===== config.mk =====
export PLATFORM = sky130hd
export DESIGN_NAME = ram_port_arbiter
export DESIGN_NICKNAME = d
export VERILOG_FILES = /design/src/rtl/ram_port_arbiter.sv
export SDC_FILE = /design/constraint.sdc
export NUM_CORES = 1
export LEC_CHECK = 0
export BUFFER_PORTS_ARGS = -buffer_cell sky130_fd_sc_hd__buf_2
export CORE_ASPECT_RATIO = 1.2
export CORE_MARGIN = 2
export CORE_UTILIZATION = 30
export CTS_BUF_LIST = sky130_fd_sc_hd__clkbuf_8
export CTS_CLUSTER_DIAMETER = 100
export DETAILED_ROUTE_END_ITERATION = 10
export PLACE_DENSITY_LB_ADDON = 0.15
export REMOVE_ABC_BUFFERS = 1
export SETUP_SLACK_MARGIN = 0.2
export SLEW_MARGIN = 20
export SYNTH_ARGS = -nofsm -noshare
export SYNTH_HDL_FRONTEND = slang
export SYNTH_SLANG_ARGS = --single-unit

===== constraint.sdc =====
create_clock -name clk_i -period 3.95 [get_ports clk_i]
set_input_delay 0.5925 -clock clk_i [delete_from_list [all_inputs] [get_ports clk_i]]
set_output_delay 0.5925 -clock clk_i [all_outputs]
set_load 0.02 [all_outputs]

===== src/rtl/ram_port_arbiter.sv =====
// ram_port_arbiter: lets requesters A and B share one synchronous dual-port RAM.
// The write port and the read port each have their own round-robin arbiter, so
// one write and one read can issue in the same cycle. When both ports target the
// same address, the arbiters take turns: first the write goes and the read waits,
// then the read goes and the write waits. Read data is returned to the requester
// that issued the read, with a one-cycle rvalid pulse.
module ram_port_arbiter #(
    parameter int unsigned Width   = 8,
    parameter int unsigned Depth   = 16,
    parameter int unsigned AddrBus = $clog2(Depth)
) (
    input  logic               clk_i,
    input  logic               rst_ni,

    input  logic               a_req_i,
    input  logic               a_we_i,
    input  logic [AddrBus-1:0] a_addr_i,
    input  logic [Width-1:0]   a_din_i,
    output logic               a_gnt_o,
    output logic               a_rvalid_o,
    output logic [Width-1:0]   a_dout_o,

    input  logic               b_req_i,
    input  logic               b_we_i,
    input  logic [AddrBus-1:0] b_addr_i,
    input  logic [Width-1:0]   b_din_i,
    output logic               b_gnt_o,
    output logic               b_rvalid_o,
    output logic [Width-1:0]   b_dout_o,

    output logic [Width-1:0]   ram_din_o,
    output logic               ram_we_o,
    output logic [AddrBus-1:0] ram_wr_o,
    output logic               ram_re_o,
    output logic [AddrBus-1:0] ram_rd_o,
    input  logic [Width-1:0]   ram_dout_i
);

    // Pointer encoding: 0 = A has priority, 1 = B has priority.
    logic wr_ptr_q, wr_ptr_d;
    logic rd_ptr_q, rd_ptr_d;
    logic defer_q, defer_d;
    logic rd_own_q, rd_own_d;
    logic rd_pend_q, rd_pend_d;

    logic               wr_cand_a, wr_cand_b, wr_valid, wr_sel_b, wr_go;
    logic               rd_cand_a, rd_cand_b, rd_valid, rd_sel_b, rd_go;
    logic               hazard;
    logic [AddrBus-1:0] wr_addr, rd_addr;
    logic [Width-1:0]   wr_data;

    // Select a winner on each port, resolve same-address conflicts, and drive the RAM.
    always_comb begin
        wr_cand_a = a_req_i & a_we_i;
        wr_cand_b = b_req_i & b_we_i;
        rd_cand_a = a_req_i & ~a_we_i;
        rd_cand_b = b_req_i & ~b_we_i;

        wr_valid  = wr_cand_a | wr_cand_b;
        rd_valid  = rd_cand_a | rd_cand_b;
        // B wins if it is the only candidate, or if both are candidates and B has priority.
        wr_sel_b  = wr_cand_b & (~wr_cand_a | wr_ptr_q);
        rd_sel_b  = rd_cand_b & (~rd_cand_a | rd_ptr_q);

        wr_addr   = wr_sel_b ? b_addr_i : a_addr_i;
        wr_data   = wr_sel_b ? b_din_i  : a_din_i;
        rd_addr   = rd_sel_b ? b_addr_i : a_addr_i;

        hazard    = wr_valid & rd_valid & (wr_addr == rd_addr);
        // defer_q selects which side of a hazard is allowed through this cycle.
        wr_go     = rst_ni & wr_valid & ~(hazard & defer_q);
        rd_go     = rst_ni & rd_valid & ~(hazard & ~defer_q);

        ram_we_o  = wr_go;
        ram_wr_o  = wr_addr;
        ram_din_o = wr_data;
        ram_re_o  = rd_go;
        ram_rd_o  = rd_addr;

        a_gnt_o   = (wr_go & ~wr_sel_b) | (rd_go & ~rd_sel_b);
        b_gnt_o   = (wr_go & wr_sel_b)  | (rd_go & rd_sel_b);
    end

    // Compute the next state: advance the pointers, toggle deferral, track the pending read.
    always_comb begin
        wr_ptr_d  = wr_go ? ~wr_sel_b : wr_ptr_q;
        rd_ptr_d  = rd_go ? ~rd_sel_b : rd_ptr_q;
        defer_d   = hazard & ~defer_q;
        rd_pend_d = rd_go;
        rd_own_d  = rd_go ? rd_sel_b : rd_own_q;
    end

    // State registers, with a synchronous active-low reset.
    always_ff @(posedge clk_i) begin
        if (!rst_ni) begin
            wr_ptr_q  <= 1'b0;
            rd_ptr_q  <= 1'b0;
            defer_q   <= 1'b0;
            rd_own_q  <= 1'b0;
            rd_pend_q <= 1'b0;
        end else begin
            wr_ptr_q  <= wr_ptr_d;
            rd_ptr_q  <= rd_ptr_d;
            defer_q   <= defer_d;
            rd_own_q  <= rd_own_d;
            rd_pend_q <= rd_pend_d;
        end
    end

    // Route the read return to its owner. Gating with rst_ni drops any read in flight
    // when reset is asserted.
    always_comb begin
        a_rvalid_o = rst_ni & rd_pend_q & ~rd_own_q;
        b_rvalid_o = rst_ni & rd_pend_q & rd_own_q;
        a_dout_o   = ram_dout_i;
        b_dout_o   = ram_dout_i;
    end

endmodule

# After elaboration in Yosys (flattened, before gate mapping)
# Index checks and enable logic that the tools add are counted.
# classes
eq_ne,1
muxes,3
bitwise_logic,37
# ops
operator,n
AND 1 bit,21
inverter 1 bit,10
2-to-1 mux 4 bit,2
2-to-1 mux 8 bit,1
bitwise OR 1 bit,6
== test 4 bit,1
# totals
ff_bits,5
inputBits,38
output_inout_bits,38
wordCells,46

# Depth between registers and ports, before layout
# logic_depth
depth_word,13
depth_mapped,6
ltp_nobuf,5

# Worst setup path before layout
# No wires, ideal clock.
# synth_timing
path_type,input -> output
from,in b_we_i
to,out b_gnt_o
arrival_time_ps,1852
required_time_ps,3357
path_slack_ps,1506
stages,5
path_buffers,0
cell_sequence,nand2b_1 nor2_1 o32a_1 o31ai_2 a21oi_1
# synth_between
elab_chain_len,11
elab_cells_between_ends,23
cone_classes,eq/ne: 1; mux: 2; bitwise: 20
# synth_lines
item,line_no,rtl
from (decl),24,"input logic b_we_i,"
inverter 1 bit,57,rd_cand_b = b_req_i & ~b_we_i;
AND 1 bit,57,
AND 1 bit,63,rd_sel_b = rd_cand_b & (~rd_cand_a | rd_ptr_q);
2-to-1 mux 4 bit,67,rd_addr = rd_sel_b ? b_addr_i : a_addr_i;
== test 4 bit,69,hazard = wr_valid & rd_valid & (wr_addr == rd_addr);
AND 1 bit,69,
"AND 1 bit, on equally long branches","71, 72",
"inverter 1 bit, on equally long branches","71, 72",
"AND 1 bit, on equally long branches","71, 72",
AND 1 bit,81,b_gnt_o = (wr_go & wr_sel_b) | (rd_go & rd_sel_b);
bitwise OR 1 bit (*),81,
to (decl),27,"output logic b_gnt_o,"
# Every way passes the cells marked *; elsewhere a longest branch is shown, timed or not.

# Worst setup path after layout
# Ends and elaborated chain as after synthesis.

==> out/results.ini <==
[status]
outcome=finished, final reports clean

[power_and_ir_drop]
post-layout-total-power_uw=258
ir_drop_mv=0.196
power.density_nw_per_um2=267
cellLeakagePower_nw=0.524

[timing]
tns_ns=0
final.min_clock_period_ns=2.69
maxClockFrequency_ghz=0.372
worst_slew_margin_relative_to_its_limit_pct=38.7
rsz0062_at_grt=no
final_hold_viol_count=0
slew_viol_final=0
worst_clock_skew_ns=0.00111
worst_pin_slew_ns=0.916
period_utilization_pct=68.1
setup_viol=0

[floorplan]
placeableCoreArea_um2=2330
rows=19
die_height_um=59.0
floorplan.die_area_um2=2940
boundaryPins=76
chipWidth_um=49.8
initial_core_util_pct=32.4

[global_route]
number_of_global_route_vias_before_repair=796
globalRouteTotalUtil_pct=14.3
grt_first_pass_wirelength_um=3280
groute.layer.met1.usage_pct=14.2
grtUsageMet2_pct=24.6
grt_max_degree=17
globalRouteMet3Util_pct=8.33
antenna_found_initial=0
overflow=0
gr_peak_layer=met2

[synthesis]
syn-instance-count=119
yosys_register_bits=5
synth_top_family_by_area=simple AND/OR/NAND/NOR gates
cell_variety_after_synth=30
synth-compound-area-share_pct=20.4
synth_xor_area_share_pct=3.48
post_synthesis_share_of_cell_area_spent_on_and_or_nand_and_nor_gates_pct=36.8
yosysSeqAreaShare_pct=13.2
yosysWarningCount=0
synth.avg_cell_area_um2=6.35
mappedNetlistArea_um2=756
synthMuxAreaShare_pct=7.28
post_synth_fa_ha_maj_area_fraction_pct=0

[detailed_routing]
wl_per_cell_um=10.9
drtIter0Drc=8
drc=0
vias_per_cell=4.87
drt_wl_total_um=2030
detail-route-antenna-nets=0
detailedRoute.firstPassIterationCount=4
num_vias=906

[clock_network]
maximum_clock_path_buffer_count=2
ctsHtreeMaxLevel=1
post_cts_resize_count=0
cts_tree=done
number_of_setup_buffers_added_after_cts=0
numCtsBuffers=3
ctsHoldBuffers=0
cts_sinks=5
cts.reportedPaths.clkPinSlew_ns=0.03
cts-root-buf=sky130_fd_sc_hd__clkbuf_8
clock_latency_of_the_later_clocked_register_in_the_worst_skew_pair_ns=0.22

[critical_path]
worst-setup-path-type=in2out
path_max_fanout=7
regToRegSetupSlack_ns=2.20
cell_chain_of_the_critical_path=buf_2 -> nand2b_1 -> nor2_1 -> o32a_1 -> o31ai_2 -> a21oi_1 -> buf_2
startpoint_type=primary input
timing.critical_path.slowest_stage_cell=sky130_fd_sc_hd__nor2_1
worst_r2r_endpoint=rd_ptr_q
crit_path_max_incr_delay_ns=0.41
r2r.worst_path.cells=5
origin_of_the_worst_setup_path=b_we_i
setup.worst_path.end=b_gnt_o
cpMostUsedCell=sky130_fd_sc_hd__buf_2
worstReg2RegStart=rd_ptr_q
worstSetupEndpointType=output port
arrival_time_reported_for_the_critical_path_endpoint_ns=2.10
worst_ep_required_time_ns=3.36

[layout]
finish.instance_area_um2=963
final_cell_count_no_fill=186
final_core_util_pct=41.4
final_layout_size_suffix_gt1_share_pct=40.0
commonest_non_fill_non_tap_cells_in_the_layout=51 x sky130_fd_sc_hd__buf_2, 42 x sky130_fd_sc_hd__nand2_1, 6 x sky130_fd_sc_hd__nor2_1, 6 x sky130_fd_sc_hd__nor3_1
numnets_final=194
mostFrequentLayoutCell=sky130_fd_sc_hd__buf_2
area_growth_syn_to_layout_pct=27.5
antenna_cells=0

[placement]
dp_cells=182
place_area_um2=918
placement.io_buffers=51
place_congestion=0.824
detailed_place_hpwl_um=1650

[job]
maxCapViolations=0

[hold_path]
hp-class=reg2reg
whs_path_depth=1

## state kept, by name (all words and copies together) (netlist names)
name and count:
defer_q 1, rd_pend_q 1, rd_own_q 1, rd_ptr_q 1, wr_ptr_q 1
## critical path, delay by kind of cell
kind            cells  cell delay [ns]
buf+inv             2             0.29
compound gates      3             0.60
simple gates        2             0.60
## worst min path at each step
stage	start	end	slack, ns
4_1_cts	rd_ptr_q	rd_ptr_q	0.54
5_1_grt	rd_ptr_q	rd_ptr_q	0.56
6_report	rd_ptr_q	rd_ptr_q	0.53
3_3_place_gp	rd_ptr_q	rd_ptr_q	0.55
3_5_place_dp	rd_ptr_q	rd_ptr_q	0.53
2_1_floorplan	rd_ptr_q	rd_ptr_q	0.49
## report_power, final
group | internal [mW] | total [mW] | switching, mW
sequential | 0.0540 | 0.0567 | 0.00263
combinational | 0.0439 | 0.109 | 0.0655
clock | 0.0666 | 0.0915 | 0.0249
## cells by family after synthesis
kind of cell,Yosys count
AND/OR/NAND/NOR,64
flip-flops,5
buffers and inverters,22
multiplexers,5
XOR/XNOR,3
AO/OA/AOI/OAI,20
## cells in the mapped netlist (all sizes together)
library cell   n  share of area (%)
nand2         42                 21
buf           16                 16
nor2           6                3.0
nor3           6                4.0
a21oi          5                3.3
dfxtp          5                 13
mux2           4                6.0
clkbuf         3                1.5
inv            3                1.5
nand2b         3                2.5
xnor2          3                3.5
a21boi         2                2.0
nor2b          2                1.7
o211a          2                2.6
o21ai          2                1.3
a21bo          1                1.3
a221oi         1                1.2
a22o           1                1.2
and3           1               0.83
mux2i          1                1.3
nand3          1               0.66
nor3b          1                1.7
nor4           1               0.83
o211ai         1               0.99
o22ai          1               0.83
o31ai          1                1.7
o32a           1                1.3
o32ai          1                1.2
o41a           1                1.5
or2            1               0.83
## metrics by stage
stage,setup WS [ns],hold WS [ns]
6_report,1.26,0.534
3_3_place_gp,1.28,0.546
3_5_place_dp,1.27,0.529
5_1_grt,1.11,0.560
4_1_cts,1.24,0.537
2_1_floorplan,1.51,0.492
## metal layers
metal	wire, um	part of all wire [%]	up-vias
met4	21	1.0	0
met2	951	47	63
met1	760	37	382
li1	-	-	458
met3	298	15	3
met5	0	0	-
## final cells by class
class / count / area (um2)
fillers: 283 / 1370
clock buffers: 3 / 41.3
repair buffers: 51 / 255
flip-flops and latches: 5 / 100
inverters: 3 / 11.3
clock inverters: 1 / 3.75
well taps: 31 / 38.8
multi-input cells: 92 / 513
Note: power is estimated with default switching activity, not from simulation.
